[config.mk]
export PLATFORM = sky130hd
export DESIGN_NAME = demux_1to8_deser
export DESIGN_NICKNAME = d
export VERILOG_FILES = /design/src/rtl/demux_1to8_deser.sv
export SDC_FILE = /design/constraint.sdc
export NUM_CORES = 1
export LEC_CHECK = 0
export BUFFER_PORTS_ARGS = -buffer_cell sky130_fd_sc_hd__buf_2
export CAP_MARGIN = 0
export CORE_MARGIN = 1.5
export CORE_UTILIZATION = 40
export CTS_CLUSTER_SIZE = 14
export DETAILED_ROUTE_END_ITERATION = 6
export PLACE_DENSITY = 0.73
export RECOVER_POWER = 25
export SYNTH_ARGS = -nofsm -noshare
export SYNTH_HDL_FRONTEND = slang
export SYNTH_SLANG_ARGS = --single-unit
[constraint.sdc]
create_clock -name clk -period 2.1 [get_ports clk]
set_clock_uncertainty 0.2 [all_clocks]
set_input_delay 0.105 -clock clk [delete_from_list [all_inputs] [get_ports clk]]
set_output_delay 0.105 -clock clk [all_outputs]
set_load 0.02 [all_outputs]
[src/rtl/demux_1to8_deser.sv]
`default_nettype none
// ============================================================================
//  Module      : demux_1to8_deser
//  Description : 1-to-8 serial deserialiser. It routes accepted serial bits
//                onto lanes 0..7, with lane 0 first. A completed frame is
//                presented on dout with a valid/ready handshake. While a frame
//                is waiting to be taken, no new bits are accepted. One bubble
//                cycle follows each handshake.
//                Optional build macro: DEMUX_PARITY_EN. When it is defined,
//                each frame carries a 9th serial bit (even parity) and the
//                result is reported on par_err.
//  Revision    : 1.0  initial release
// ============================================================================
module demux_1to8_deser (
    input  logic       clk,
    input  logic       rst,
    input  logic       din,
    input  logic       din_valid,
    output logic       din_ready,
    output logic [2:0] slot,
    output logic [7:0] dout,
    output logic       dout_valid,
    input  logic       dout_ready
`ifdef DEMUX_PARITY_EN
    ,
    output logic       par_err
`endif
);

    // ------------------------------------------------------------------------
    // State encoding
    // ------------------------------------------------------------------------
    localparam logic [1:0] c_ST_COLLECT = 2'd0;
`ifdef DEMUX_PARITY_EN
    localparam logic [1:0] c_ST_PARITY  = 2'd1;
`endif
    localparam logic [1:0] c_ST_HOLD    = 2'd2;
    localparam logic [2:0] c_LAST_LANE  = 3'd7;

    // ------------------------------------------------------------------------
    // Registers and combinational nets
    // ------------------------------------------------------------------------
    logic [1:0] r_state;
    logic [1:0] w_state_next;
    logic [2:0] r_slot;
    logic [7:0] r_shadow;
    logic [7:0] w_shadow_next;
    logic [7:0] r_dout;
    logic       r_dout_valid;
    logic       w_din_ready;
    logic       w_xfer;
    logic       w_data_xfer;
    logic       w_load;
    logic       w_release;
`ifdef DEMUX_PARITY_EN
    logic       r_par_err;
`endif

    // A transfer is the valid/ready handshake on the serial side.
    assign w_xfer      = din_valid & w_din_ready;
    // Only transfers in COLLECT carry data bits. The parity bit never lands in a lane.
    assign w_data_xfer = w_xfer & (r_state == c_ST_COLLECT);
    // The consumer takes the pending frame.
    assign w_release   = (r_state == c_ST_HOLD) & dout_ready;

    // Shadow image with the current serial bit merged into its lane
    always_comb begin
        w_shadow_next         = r_shadow;
        w_shadow_next[r_slot] = din;
    end

    // Next-state, serial-side ready and frame-load strobe
    always_comb begin
        w_state_next = r_state;
        w_din_ready  = 1'b0;
        w_load       = 1'b0;
        case (r_state)
            c_ST_COLLECT: begin
                w_din_ready = 1'b1;
                if (din_valid && (r_slot == c_LAST_LANE)) begin
`ifdef DEMUX_PARITY_EN
                    w_state_next = c_ST_PARITY;
`else
                    w_state_next = c_ST_HOLD;
                    w_load       = 1'b1;
`endif
                end
            end
`ifdef DEMUX_PARITY_EN
            c_ST_PARITY: begin
                w_din_ready = 1'b1;
                if (din_valid) begin
                    w_state_next = c_ST_HOLD;
                    w_load       = 1'b1;
                end
            end
`endif
            c_ST_HOLD: begin
                // din_ready stays low here, including the handshake cycle.
                // That low cycle is the bubble after each frame.
                if (dout_ready) begin
                    w_state_next = c_ST_COLLECT;
                end
            end
            default: begin
                w_state_next = c_ST_COLLECT;
            end
        endcase
    end

    // State register
    always_ff @(posedge clk) begin
        if (rst) begin
            r_state <= c_ST_COLLECT;
        end else begin
            r_state <= w_state_next;
        end
    end

    // Lane pointer and shadow lanes advance only on data transfers.
    // The slot wraps to 0 after lane 7.
    always_ff @(posedge clk) begin
        if (rst) begin
            r_slot   <= 3'd0;
            r_shadow <= 8'h00;
        end else if (w_data_xfer) begin
            r_slot   <= r_slot + 3'd1;
            r_shadow <= w_shadow_next;
        end
    end

    // Output frame register. It changes only when a frame loads or on reset.
    always_ff @(posedge clk) begin
        if (rst) begin
            r_dout <= 8'h00;
        end else if (w_load) begin
`ifdef DEMUX_PARITY_EN
            r_dout <= r_shadow;
`else
            r_dout <= w_shadow_next;
`endif
        end
    end

`ifdef DEMUX_PARITY_EN
    // Even parity check over the 8 data bits plus the received parity bit
    always_ff @(posedge clk) begin
        if (rst) begin
            r_par_err <= 1'b0;
        end else if (w_load) begin
            r_par_err <= (^r_shadow) ^ din;
        end
    end
`endif

    // Frame-valid flag. It is set on load and cleared when the consumer takes the frame.
    always_ff @(posedge clk) begin
        if (rst) begin
            r_dout_valid <= 1'b0;
        end else if (w_load) begin
            r_dout_valid <= 1'b1;
        end else if (w_release) begin
            r_dout_valid <= 1'b0;
        end
    end

    // ------------------------------------------------------------------------
    // Outputs
    // ------------------------------------------------------------------------
    assign din_ready  = w_din_ready;
    assign slot       = r_slot;
    assign dout       = r_dout;
    assign dout_valid = r_dout_valid;
`ifdef DEMUX_PARITY_EN
    assign par_err    = r_par_err;
`endif

endmodule
`default_nettype wire

After elaboration in Yosys (flattened, before gate mapping)
Index checks and enable logic that the tools add are counted.
{"block": "totals", "inputBits": 5, "register_bits": 22, "wordCells": 31}
{"block": "classes", "n_addsub": 1, "n_lt_le_gt_ge": 2, "bitwise": 3, "eq_ne": 4, "reduce_logical": 5, "mux": 11}
{"operator": "$bwmux W8", "count": 1}
{"operator": "$mux W1", "count": 6}
{"operator": "$lt A3 B4 Y1 const B", "count": 1}
{"operator": "$mux W2", "count": 2}
{"operator": "$pmux W2 S2", "count": 1}
{"operator": "$add A3 B1 Y3 const B", "count": 1}
{"operator": "$and A1 B1 Y1", "count": 3}
{"operator": "$demux W1 S3", "count": 1}
{"operator": "$eq A3 B3 Y1 const B", "count": 1}
{"operator": "$ge A3 B1 Y1 const B", "count": 1}
{"operator": "$eq A2 B2 Y1 const B", "count": 1}
{"operator": "$logic_and A1 B1 Y1", "count": 2}
{"operator": "$logic_not A2 Y1", "count": 1}
{"operator": "$ne A2 B1 Y1 const B", "count": 1}
{"operator": "$ne A2 B2 Y1 const B", "count": 1}
{"operator": "$reduce_and A2 Y1", "count": 1}
{"operator": "$reduce_bool A2 Y1", "count": 1}

Longest topological paths before layout
{"block": "logic_depth", "depth_word": 5, "mapped_depth": 6, "depth_no_buf": 5}

Worst setup path after synthesis
Ideal clock, no wire load.
{"block": "synth_timing", "path_kind": "register to register", "from": "register r_slot[0], in the netlist slot[0]", "to": "register r_dout[7], in the netlist dout[7]", "required_time_ns": 1.814, "path_stages_with_launch": 7, "setup_slack_ns": 0.410, "arrival_time_ns": 1.405, "synth_period_minus_slack_ns": 1.690, "setup_ns": 0.086, "path_cell_list": "dfxtp_1 > ha_1 > ha_1 > and3b_1 > buf_4 > nor2_1 > a211oi_1"}
{"block": "synth_via", "elab_chain_len": 5, "elab_cells_between_ends": 10, "classes_between": "order compare (2); eq/ne (1); mux (5); reduce/logical (2)"}
{"item": "start: declaration", "line": "45", "source": "logic [2:0] r_slot;"}
{"item": "start signal: assignment", "line": "127", "source": "r_slot <= r_slot + 3'd1;"}
{"item": "$lt A3 B4 Y1 (implied by the code) or $ge A3 B1 Y1 (tied branches)", "line": "69", "source": "w_shadow_next[r_slot] = din;"}
{"item": "$logic_and A1 B1 Y1 (implied by the code)", "line": "69"}
{"item": "$mux W1 (implied by the code)", "line": "69"}
{"item": "$demux W1 S3", "line": "69"}
{"item": "$bwmux W8", "line": "69"}
{"item": "end signal: assignment", "line": "140", "source": "r_dout <= w_shadow_next;"}
{"item": "end: declaration", "line": "48", "source": "logic [7:0] r_dout;"}
Several ways; a longest one is shown, not always the timed one.
A chain may end at the register's enable or synchronous reset.

Worst setup path after layout
{"block": "layout_timing", "from": "register r_slot[2], in the netlist slot[2]", "to": "register r_dout[7], in the netlist dout[7]"}
Same word-level chain as after synthesis.

==> results.toml <==
[outcome]
outcome = "finished clean"

[worst_hold_path]
hold_class = "in2reg"

[timing]
fmax_mhz = 541
layout_min_cycle_time_ns = 1.85
finalMaxSlewViolations = 0
timing_hold_violations_final = 0
setup_viol = 0
fin_tns_setup_ns = 0
slew_headroom = 0.701
rsz0062_at_grt = "false"
period_share = 0.880
tightest_slew_ns = 0.448

[clock_network]
path_clk_slew_ns = 0.12
cts_resized = 0
cts_buffers = 3
clockBufferDepth = 2
root_buffer = "clkbuf_4"
cts_hold_buf = 2
htreeDepth = 1
cts_tree = "done"
clock_latency_ns = 0.30
clock-sinks = 21
post_cts_buffers = 0

[finish]
syn2layout_area_growth_pct = 14.5
final_util = 0.492
antennaDiodeCount = 0
nets = 132
drive_gt1_frac = 0.169

[routing]
drc = 0
num_vias = 808
ant_nets = 0
wl_per_cell_um = 12.0
wl_um = 1830
dr.pass1.iters = 4
first_iter_violations = 11
viasPerCell = 5.32

[grt]
track_usage = 0.161
gr-usage-met2 = 0.243
grt_pass1_wl_um = 3190
met3_usage = 0.0259
grt.overflow.total = 0
grt_max_degree = 22
antenna_found_initial = 0
grt_util_met1 = 0.223
top_usage_layer = "met2"
grt_pass1_vias = 719

[critical_path]
cp-endpoint = "dout[7]$_SDFFE_PP0P_"
critical_path.startpoint_type = "flip-flop"
reg2regPathDepth = 4
startpoint = "slot[2]$_SDFFE_PP0P_"
worst-path-buf-inv = 0
path_delay_family = "flip-flops"
worstPathCellList = "ha_1, and3b_1, nor2_1, a211oi_1"
worst_path_max_delay_cell = "dfxtp_1"
cp.required_ns = 2.13
r2r_slack_ns = 0.25
r2r_end = "dout[7]$_SDFFE_PP0P_"
path_class = "reg2reg"
r2r_start = "slot[2]$_SDFFE_PP0P_"
cp.depth = 4
arrival_ns = 1.88
critical-path-max-stage-delay_ns = 0.60
crit_path_max_fanout = 15
cp-end-kind = "flip-flop"

[logic_synthesis]
ys_types = 26
ys_async_sr_fraction = 0
netlist.area_leader.share = 0.438
synth_seq_area_share = 0.438
synth_common_cells = "dfxtp_1, nor2_1, a211oi_1, nor3_1, nand2_1"
synth_edf_count = 0
synth-main-ff-cell = "dfxtp_1"
synth_seq_cells = 21
postSynthNetCount = 112
yosysWarnings = 0
netlist_area_um2 = 960
yosysMostFrequentCell = "dfxtp_1"
syn_inst = 105
synth_top_area_cell = "dfxtp_1"
synthTopCellsByArea = "dfxtp_1, a211oi_1, nor2_1"
syn-mean-instance-area_um2 = 9.14

[die]
coreArea_um2 = 2230
die_width_um = 52.0
initial_utilization = 0.430
die-area_um2 = 2700
ioPinCount = 18
die_h_um = 52.0
rows = 17

[placement]
gp_congestion = 0.782
port_buffers = 17
place_hpwl_um = 1290

[pwr]
leakagePower_nw = 0.427
max-vdd-ir-drop_mv = 0.442
powerDensity_nw_per_um2 = 645

[job]
drv_cap = 0
-- worst min path at each step --
stage                     startpoint                  endpoint  slack [ns]  cells after the start
final                            din      dout[6]$_SDFFE_PP0P_        0.05                      3
after global routing       din_valid   r_state[1]$_SDFFE_PP0P_        0.06                      3
after CTS                  din_valid   r_state[1]$_SDFFE_PP0P_        0.05                      3
after detailed placement  dout_ready   r_state[1]$_SDFFE_PP0P_        0.20                      3
after global placement    dout_ready   r_state[1]$_SDFFE_PP0P_        0.19                      3
after floorplan                  rst  r_shadow[0]$_SDFFE_PP0P_       -0.02                      1
-- stage by stage --
step                      std cells  cell area (um2)  power [mW]  setup WS, ns  hold slack [ns]
after CTS                       152             1110       0.712         0.227           0.0531
after floorplan                 105              960       0.500         0.410          -0.0157
after global placement          146             1060       0.520         0.374            0.190
final                           152             1100       0.708         0.253           0.0544
after detailed placement        146             1060       0.523         0.250            0.204
after global routing            152             1100       0.750        0.0347           0.0623
-- worst min-delay path, delay by kind of cell --
| family | cells | cell delay (ns) |
|---|---|---|
| multiplexers | 1 | 0.18 |
| buffers and inverters | 1 | 0.14 |
| AO/OA/AOI/OAI | 1 | 0.09 |
-- state kept, by name, indices dropped and copies added, names as in the netlist --
register    flops
dout            8
slot            3
dout_valid      1
r_state         1
r_shadow        8
-- logic make-up (layout without fill, tap and decap cells) --
kind of cell    Yosys count  in the layout  synth area share
compound gates           19             19             0.140
xor+xnor                  1              1           0.00913
fa+ha+maj                 2              2            0.0261
buf+inv                   9             28            0.0547
flops                    21             21             0.438
mux                       4              4            0.0417
simple gates             49             49             0.291
-- placed cells by master, fill, tap and decap left out --
cell,count
clkbuf_4,3
buf_2,9
clkinv_2,1
mux2i_1,4
dfxtp_1,21
nand2b_1,2
ha_1,2
xnor2_1,1
or3b_1,2
a21oi_1,4
buf_4,4
dlygate4sd3_1,2
inv_1,1
nor3_1,10
o31a_1,1
a211oi_1,14
nor3b_2,1
nor2_1,18
nand3b_1,4
clkbuf_1,8
nor2b_1,1
and4bb_2,2
nand2_1,5
and3b_1,1
and4b_1,1
nand3_1,1
nor4b_2,1
-- where the power goes --
group | switching (mW) | leakage [nW] | internal, mW
clock | 0.121 | 0.0177 | 0.0709
sequential | 0.00952 | 0.171 | 0.413
combinational | 0.0537 | 0.238 | 0.0407
total | 0.184 | 0.427 | 0.524
-- cell type report --
type / count / area, um2
clock inverter: 1 / 5.00
timing repair buffer: 23 / 125
clock buffer: 3 / 22.5
tap: 28 / 35.0
multi-input combinational: 75 / 487
fill: 229 / 1130
sequential: 21 / 420
inverter: 1 / 3.75
-- layer usage --
metal  wire, um  vias up
met3         47        4
met4         32        0
met2        821       12
li1           -      417
met5          0        -
met1        929      375
Note: power is estimated with default switching activity, not from simulation.
